$ cat config.mk
export PLATFORM = sky130hd
export DESIGN_NAME = multicycle_control
export DESIGN_NICKNAME = d
export VERILOG_FILES = /design/src/rtl/multicycle_control_pkg.sv /design/src/rtl/multicycle_control_alu_decoder.sv /design/src/rtl/multicycle_control.sv
export SDC_FILE = /design/constraint.sdc
export NUM_CORES = 1
export LEC_CHECK = 0
export BUFFER_PORTS_ARGS = -buffer_cell sky130_fd_sc_hd__buf_2
export CAP_MARGIN = 40
export CORE_UTILIZATION = 46
export DETAILED_ROUTE_END_ITERATION = 16
export HOLD_SLACK_MARGIN = 0.12
export PLACE_DENSITY = 0.87
export RECOVER_POWER = 100
export SLEW_MARGIN = 10
export SYNTH_ARGS = -nofsm -noshare
export SYNTH_HDL_FRONTEND = slang
export SYNTH_SLANG_ARGS = --single-unit
$ cat constraint.sdc
create_clock -name clk -period 3.7 [get_ports clk]
set_clock_uncertainty 0.05 [all_clocks]
set_input_delay 0.555 -clock clk [delete_from_list [all_inputs] [get_ports clk]]
set_output_delay 0.555 -clock clk [all_outputs]
set_load 0.01 [all_outputs]
$ cat src/rtl/multicycle_control_pkg.sv
// Shared constants for the multicycle RV32I control path.
// Holds the FSM state encoding, ALUControl codes (also used by the ALU),
// opcode constants, datapath mux select codes and the immediate-format
// decode helper.
package multicycle_control_pkg;

  typedef enum logic [3:0] {
    S_FETCH    = 4'd0,
    S_DECODE   = 4'd1,
    S_MEMADR   = 4'd2,
    S_MEMREAD  = 4'd3,
    S_MEMWB    = 4'd4,
    S_MEMWRITE = 4'd5,
    S_EXECUTER = 4'd6,
    S_EXECUTEI = 4'd7,
    S_ALUWB    = 4'd8,
    S_BRANCH   = 4'd9,
    S_JAL      = 4'd10
  } state_t;

  // Coarse ALU operation requested by the FSM; refined by alu_decoder.
  typedef enum logic [1:0] {
    ALUOP_ADD   = 2'b00,
    ALUOP_SUB   = 2'b01,
    ALUOP_FUNCT = 2'b10
  } aluop_t;

  localparam logic [2:0] ALU_ADD = 3'b000;
  localparam logic [2:0] ALU_SUB = 3'b001;
  localparam logic [2:0] ALU_AND = 3'b010;
  localparam logic [2:0] ALU_OR  = 3'b011;
  localparam logic [2:0] ALU_EQ  = 3'b100;
  localparam logic [2:0] ALU_SLT = 3'b101;

  localparam logic [6:0] OP_LOAD   = 7'b0000011;
  localparam logic [6:0] OP_STORE  = 7'b0100011;
  localparam logic [6:0] OP_RTYPE  = 7'b0110011;
  localparam logic [6:0] OP_ITYPE  = 7'b0010011;
  localparam logic [6:0] OP_BRANCH = 7'b1100011;
  localparam logic [6:0] OP_JAL    = 7'b1101111;

  localparam logic [1:0] SRCA_PC    = 2'b00;
  localparam logic [1:0] SRCA_OLDPC = 2'b01;
  localparam logic [1:0] SRCA_RS1   = 2'b10;

  localparam logic [1:0] SRCB_RS2  = 2'b00;
  localparam logic [1:0] SRCB_IMM  = 2'b01;
  localparam logic [1:0] SRCB_FOUR = 2'b10;

  localparam logic [1:0] RES_ALUOUT    = 2'b00;
  localparam logic [1:0] RES_DATA      = 2'b01;
  localparam logic [1:0] RES_ALURESULT = 2'b10;

  localparam logic [1:0] IMM_I = 2'b00;
  localparam logic [1:0] IMM_S = 2'b01;
  localparam logic [1:0] IMM_B = 2'b10;
  localparam logic [1:0] IMM_J = 2'b11;

  // Immediate format depends only on the opcode, independent of FSM state.
  function automatic logic [1:0] imm_sel(input logic [6:0] op);
    case (op)
      OP_STORE:  imm_sel = IMM_S;
      OP_BRANCH: imm_sel = IMM_B;
      OP_JAL:    imm_sel = IMM_J;
      default:   imm_sel = IMM_I;
    endcase
  endfunction

endpackage

$ cat src/rtl/multicycle_control_alu_decoder.sv
// ALU decoder: maps the FSM's coarse ALU operation plus instruction fields
// to the 3-bit ALUControl code. Purely combinational.
//   alu_op      in  2  ADD / SUB / use funct fields
//   funct3      in  3  instruction[14:12]
//   funct7b5    in  1  instruction[30]
//   op5         in  1  instruction[5], distinguishes R-type from I-type
//   alu_control out 3  ALU operation code
module alu_decoder
  import multicycle_control_pkg::*;
(
  input  logic [1:0] alu_op,
  input  logic [2:0] funct3,
  input  logic       funct7b5,
  input  logic       op5,
  output logic [2:0] alu_control
);

  always_comb begin
    alu_control = ALU_ADD;
    case (alu_op)
      ALUOP_SUB: alu_control = ALU_SUB;
      ALUOP_FUNCT: begin
        case (funct3)
          // Only R-type with funct7[5] subtracts; addi ignores bit 30.
          3'b000:  alu_control = (op5 && funct7b5) ? ALU_SUB : ALU_ADD;
          3'b010:  alu_control = ALU_SLT;
          3'b110:  alu_control = ALU_OR;
          3'b111:  alu_control = ALU_AND;
          default: alu_control = ALU_ADD;
        endcase
      end
      default: alu_control = ALU_ADD;
    endcase
  end

endmodule

$ cat src/rtl/multicycle_control.sv
// Main control FSM for the multicycle RV32I datapath.
// Drives ALU operand selects and ALUControl, memory/IR/PC/register-file
// enables, and stalls on the memory-ready handshake.
//   clk, reset            clock and synchronous active-high reset
//   op, funct3, funct7b5  instruction fields from the IR
//   zero                  ALU zero flag (branch resolution)
//   mem_ready             memory completed the current access this cycle
//   PCWrite .. RegWrite   datapath enables and mux selects
//   ALUControl            ALU operation code
//   illegal_op            one-cycle pulse on an unsupported opcode
//   state                 current FSM state (debug)
module multicycle_control
  import multicycle_control_pkg::*;
#(
  parameter logic [3:0] RESET_STATE = 4'd0
) (
  input  logic       clk,
  input  logic       reset,
  input  logic [6:0] op,
  input  logic [2:0] funct3,
  input  logic       funct7b5,
  input  logic       zero,
  input  logic       mem_ready,
  output logic       PCWrite,
  output logic       AdrSrc,
  output logic       MemWrite,
  output logic       IRWrite,
  output logic [1:0] ResultSrc,
  output logic [1:0] ALUSrcA,
  output logic [1:0] ALUSrcB,
  output logic [1:0] ImmSrc,
  output logic       RegWrite,
  output logic [2:0] ALUControl,
  output logic       illegal_op,
  output logic [3:0] state
);

  state_t state_r;
  state_t state_next;
  state_t cur;
  aluop_t alu_op;

  always_ff @(posedge clk) begin
    if (reset) state_r <= state_t'(RESET_STATE);
    else       state_r <= state_next;
  end

  always_comb begin
    // While reset is held the selects show the FETCH values, whatever the
    // register currently holds.
    cur        = reset ? S_FETCH : state_r;
    state_next = S_FETCH;
    PCWrite    = 1'b0;
    AdrSrc     = 1'b0;
    MemWrite   = 1'b0;
    IRWrite    = 1'b0;
    RegWrite   = 1'b0;
    illegal_op = 1'b0;
    ResultSrc  = RES_ALUOUT;
    ALUSrcA    = SRCA_PC;
    ALUSrcB    = SRCB_RS2;
    alu_op     = ALUOP_ADD;

    case (cur)
      S_FETCH: begin
        ALUSrcB   = SRCB_FOUR;
        ResultSrc = RES_ALURESULT;
        IRWrite   = mem_ready;
        PCWrite   = mem_ready;
        state_next = mem_ready ? S_DECODE : S_FETCH;
      end
      S_DECODE: begin
        // Precompute the branch/jump target into ALUOut.
        ALUSrcA = SRCA_OLDPC;
        ALUSrcB = SRCB_IMM;
        case (op)
          OP_LOAD, OP_STORE: state_next = S_MEMADR;
          OP_RTYPE:          state_next = S_EXECUTER;
          OP_ITYPE:          state_next = S_EXECUTEI;
          OP_BRANCH:         state_next = S_BRANCH;
          OP_JAL:            state_next = S_JAL;
          default: begin
            state_next = S_FETCH;
            illegal_op = 1'b1;
          end
        endcase
      end
      S_MEMADR: begin
        ALUSrcA    = SRCA_RS1;
        ALUSrcB    = SRCB_IMM;
        state_next = op[5] ? S_MEMWRITE : S_MEMREAD;
      end
      S_MEMREAD: begin
        AdrSrc     = 1'b1;
        state_next = mem_ready ? S_MEMWB : S_MEMREAD;
      end
      S_MEMWB: begin
        ResultSrc = RES_DATA;
        RegWrite  = 1'b1;
      end
      S_MEMWRITE: begin
        // Strobe stays up through the ready cycle so the write completes.
        AdrSrc     = 1'b1;
        MemWrite   = 1'b1;
        state_next = mem_ready ? S_FETCH : S_MEMWRITE;
      end
      S_EXECUTER: begin
        ALUSrcA    = SRCA_RS1;
        ALUSrcB    = SRCB_RS2;
        alu_op     = ALUOP_FUNCT;
        state_next = S_ALUWB;
      end
      S_EXECUTEI: begin
        ALUSrcA    = SRCA_RS1;
        ALUSrcB    = SRCB_IMM;
        alu_op     = ALUOP_FUNCT;
        state_next = S_ALUWB;
      end
      S_ALUWB: begin
        ResultSrc = RES_ALUOUT;
        RegWrite  = 1'b1;
      end
      S_BRANCH: begin
        ALUSrcA   = SRCA_RS1;
        ALUSrcB   = SRCB_RS2;
        alu_op    = ALUOP_SUB;
        ResultSrc = RES_ALUOUT;
        PCWrite   = ((funct3 == 3'b000) && zero) ||
                    ((funct3 == 3'b001) && !zero);
      end
      S_JAL: begin
        // ALUOut already holds the target; ALU computes PC+4 for rd.
        ALUSrcA    = SRCA_OLDPC;
        ALUSrcB    = SRCB_FOUR;
        ResultSrc  = RES_ALUOUT;
        PCWrite    = 1'b1;
        state_next = S_ALUWB;
      end
      default: state_next = S_FETCH;
    endcase

    if (reset) begin
      PCWrite    = 1'b0;
      IRWrite    = 1'b0;
      MemWrite   = 1'b0;
      RegWrite   = 1'b0;
      illegal_op = 1'b0;
    end
  end

  assign ImmSrc = imm_sel(op);
  assign state  = state_r;

  alu_decoder u_alu_decoder (
    .alu_op      (alu_op),
    .funct3      (funct3),
    .funct7b5    (funct7b5),
    .op5         (op[5]),
    .alu_control (ALUControl)
  );

endmodule

==> results.cfg <==
[floorplanning]
rows = 13
initial_utilization_pct = 49.4
fp.dieW_um = 39.4
pin_count = 36
die_y_um = 39.4
die_area_mm2 = 0.00155
coreArea_mm2 = 0.00130

[setup_path]
slowest_stage = dfxtp_1
cp_max_fo = 16
worst_ep_required_time_ns = 3.09
critPathLaunchType = register
arrival_ns = 2.29
r2r_setup_slack_ns = 2.00
reg2regPathDepth = 4
crit_chain = nand2b_1, or3_1, inv_1, ha_1, nor4_1, clkbuf_1
cpPeakStageDelay_ns = 0.64
reg2reg_from = state[0]$_SDFF_PP0_
end_kind = output pin
r2r-end = state[0]$_SDFF_PP0_
criticalPathCategory = reg -> out

[pwr]
pwr_density_cell_mw_per_mm2 = 179
peakVddDrop_v = 0.000156
cellLeakagePower_nw = 0.307

[global_routing]
grt_max_degree = 19
grt_pass1_wl_mm = 2.73
grt_pass1_vias = 678
grt_antenna_before_repair = 0
grt.total_usage_pct = 24.2
gr-total-overflow = 0

[drt]
wl_mm = 1.78
dr.pass1.iters = 4
detail_route.wl_per_cell_um = 12.4
post-route-drc-count = 0
drt_iter0_markers = 14
ant_nets = 0
vias = 804
viasPerCell = 5.62

[cts]
htreeDepth = 1
cts.sinks = 4
cts-root-buf = clkbuf_4
cts_buffers = 3
clk_latency_ns = 0.24
cts_setup_buffers = 0
clock_path_buffers = 2
path_clk_slew_ns = 0.04
cts_hold_buffers = 0
post_cts_resized = 0
tritoncts = yes

[timing]
fin_crit_ns = 2.89
finalSetupTns_ns = 0
hold_viol_final = 0
tightest_slew_ns = 0.594
slew_headroom_pct = 60.4
fmax_mhz = 346
rsz0062_at_grt = false
fin_crit_sh_pct = 78.2
setup_viol = 0
slew_violations = 0

[run_status]
outcome = completed

[logic_synthesis]
syn-instance-count = 95
ys_seq_elements = 4
synth.distinct_cells = 38
async_reset_ff_share_pct = 0
synth_flop_cell = dfxtp_1
synth_top_area_share_pct = 12.5
synth_area_leaders = dfxtp_1 12%, nor2_1 9.3%, nor3_1 6.2%
synth_area_um2 = 643
synth-edff-count = 0
yosys_warnings = 0
syn_avg_cell_area_um2 = 6.77
synth_area_leader_cell = dfxtp_1
synth.net_count = 112
yosysSeqAreaShare_pct = 12.5

[placement]
dp_hpwl_mm = 1.30
dpl-instance-area_um2 = 805
gp_congestion = 0.826
numPortBuffers = 35

[finish]
final_common_cell = clkbuf_1
nFillCells = 140
layout-drive-gt1-share_pct = 20.3
synthToLayoutAreaGrowth_pct = 23.2
num-nets-final = 147
n_antenna_cell = 0
final_cell_area_um2 = 792
final_cell_mix = 19 x clkbuf_1, 16 x nor2_1, 16 x buf_2
largest_register_ffs = 4

[worst_hold_path]
hold_start = op[5]
timing.hold.worst_endpoint = state[2]$_SDFF_PP0_
holdPathStages = 2
hp-class = in -> reg

[run]
maxCapViolCount = 0
-- power breakdown --
group	switching [mW]	internal, mW	leakage [nW]	total, mW
Combinational	0.0213	0.0169	0.260	0.0382
Clock	0.0197	0.0364	0.0138	0.0561
Sequential	0.00335	0.0441	0.0325	0.0475
-- critical path: cells and delay by family, from the launching register on --
kind,cells,cell delay (ns)
flip-flops,1,0.64
buffers and inverters,2,0.26
AND/OR/NAND/NOR,3,0.91
adder cells (fa/ha/maj),1,0.23
-- logic make-up after synthesis --
logic type,after synthesis,share of synthesized area (%)
buffers and inverters,10,7.98
multiplexers,4,6.81
AND/OR/NAND/NOR,55,44.7
flip-flops,4,12.5
AO/OA/AOI/OAI,17,20.0
adder cells (fa/ha/maj),2,3.89
XOR/XNOR,3,4.09
-- layer usage --
metal	up-vias	wire length, µm	track usage, %
met2	34	843	43.3
met3	0	95	1.70
li1	404	-	-
met1	366	838	30.9
met5	-	0	0
met4	0	0	6.03
-- stage by stage --
step,hold WS (ns),setup WS [ns],std cells,utilization [%],total power [mW]
after global placement,0.656,1.06,140,61.8,0.0864
after detailed placement,0.668,0.973,140,61.8,0.0877
after CTS,0.607,0.867,143,63.6,0.144
final,0.598,0.806,143,60.9,0.142
after global routing,0.620,0.647,143,60.9,0.150
after floorplan,0.648,1.27,95,-,0.0697
-- Yosys cell counts, types with 3 or more instances --
master and n:
dfxtp_1 4, nor4_1 4, a21oi_1 3, nand2b_1 6, nand2_1 8, nor2_1 16
nor3_1 8, mux2_2 3, inv_1 5
-- final cells by class --
cell class,instances,area [µm²],share of cell area [%]
Multi-Input combinational cell,81,500,63.2
Tap cell,15,18.8,2.37
Sequential cell,4,80.1,10.1
Clock buffer,3,22.5,2.84
Timing Repair Buffer,35,151,19.1
Inverter,5,18.8,2.37
-- worst max path at each step --
stage	from	to	slack, ns	depth (start not counted)
3_5_place_dp	reset	ALUControl[2]	0.97	7
5_1_grt	state[1]$_SDFF_PP0_	ALUControl[2]	0.65	6
3_3_place_gp	reset	ALUControl[2]	1.06	7
2_1_floorplan	reset	ALUControl[2]	1.27	5
4_1_cts	state[0]$_SDFF_PP0_	ALUControl[2]	0.87	6
6_report	state[0]$_SDFF_PP0_	ALUControl[2]	0.81	6
Note: power is estimated with default switching activity, not from simulation.
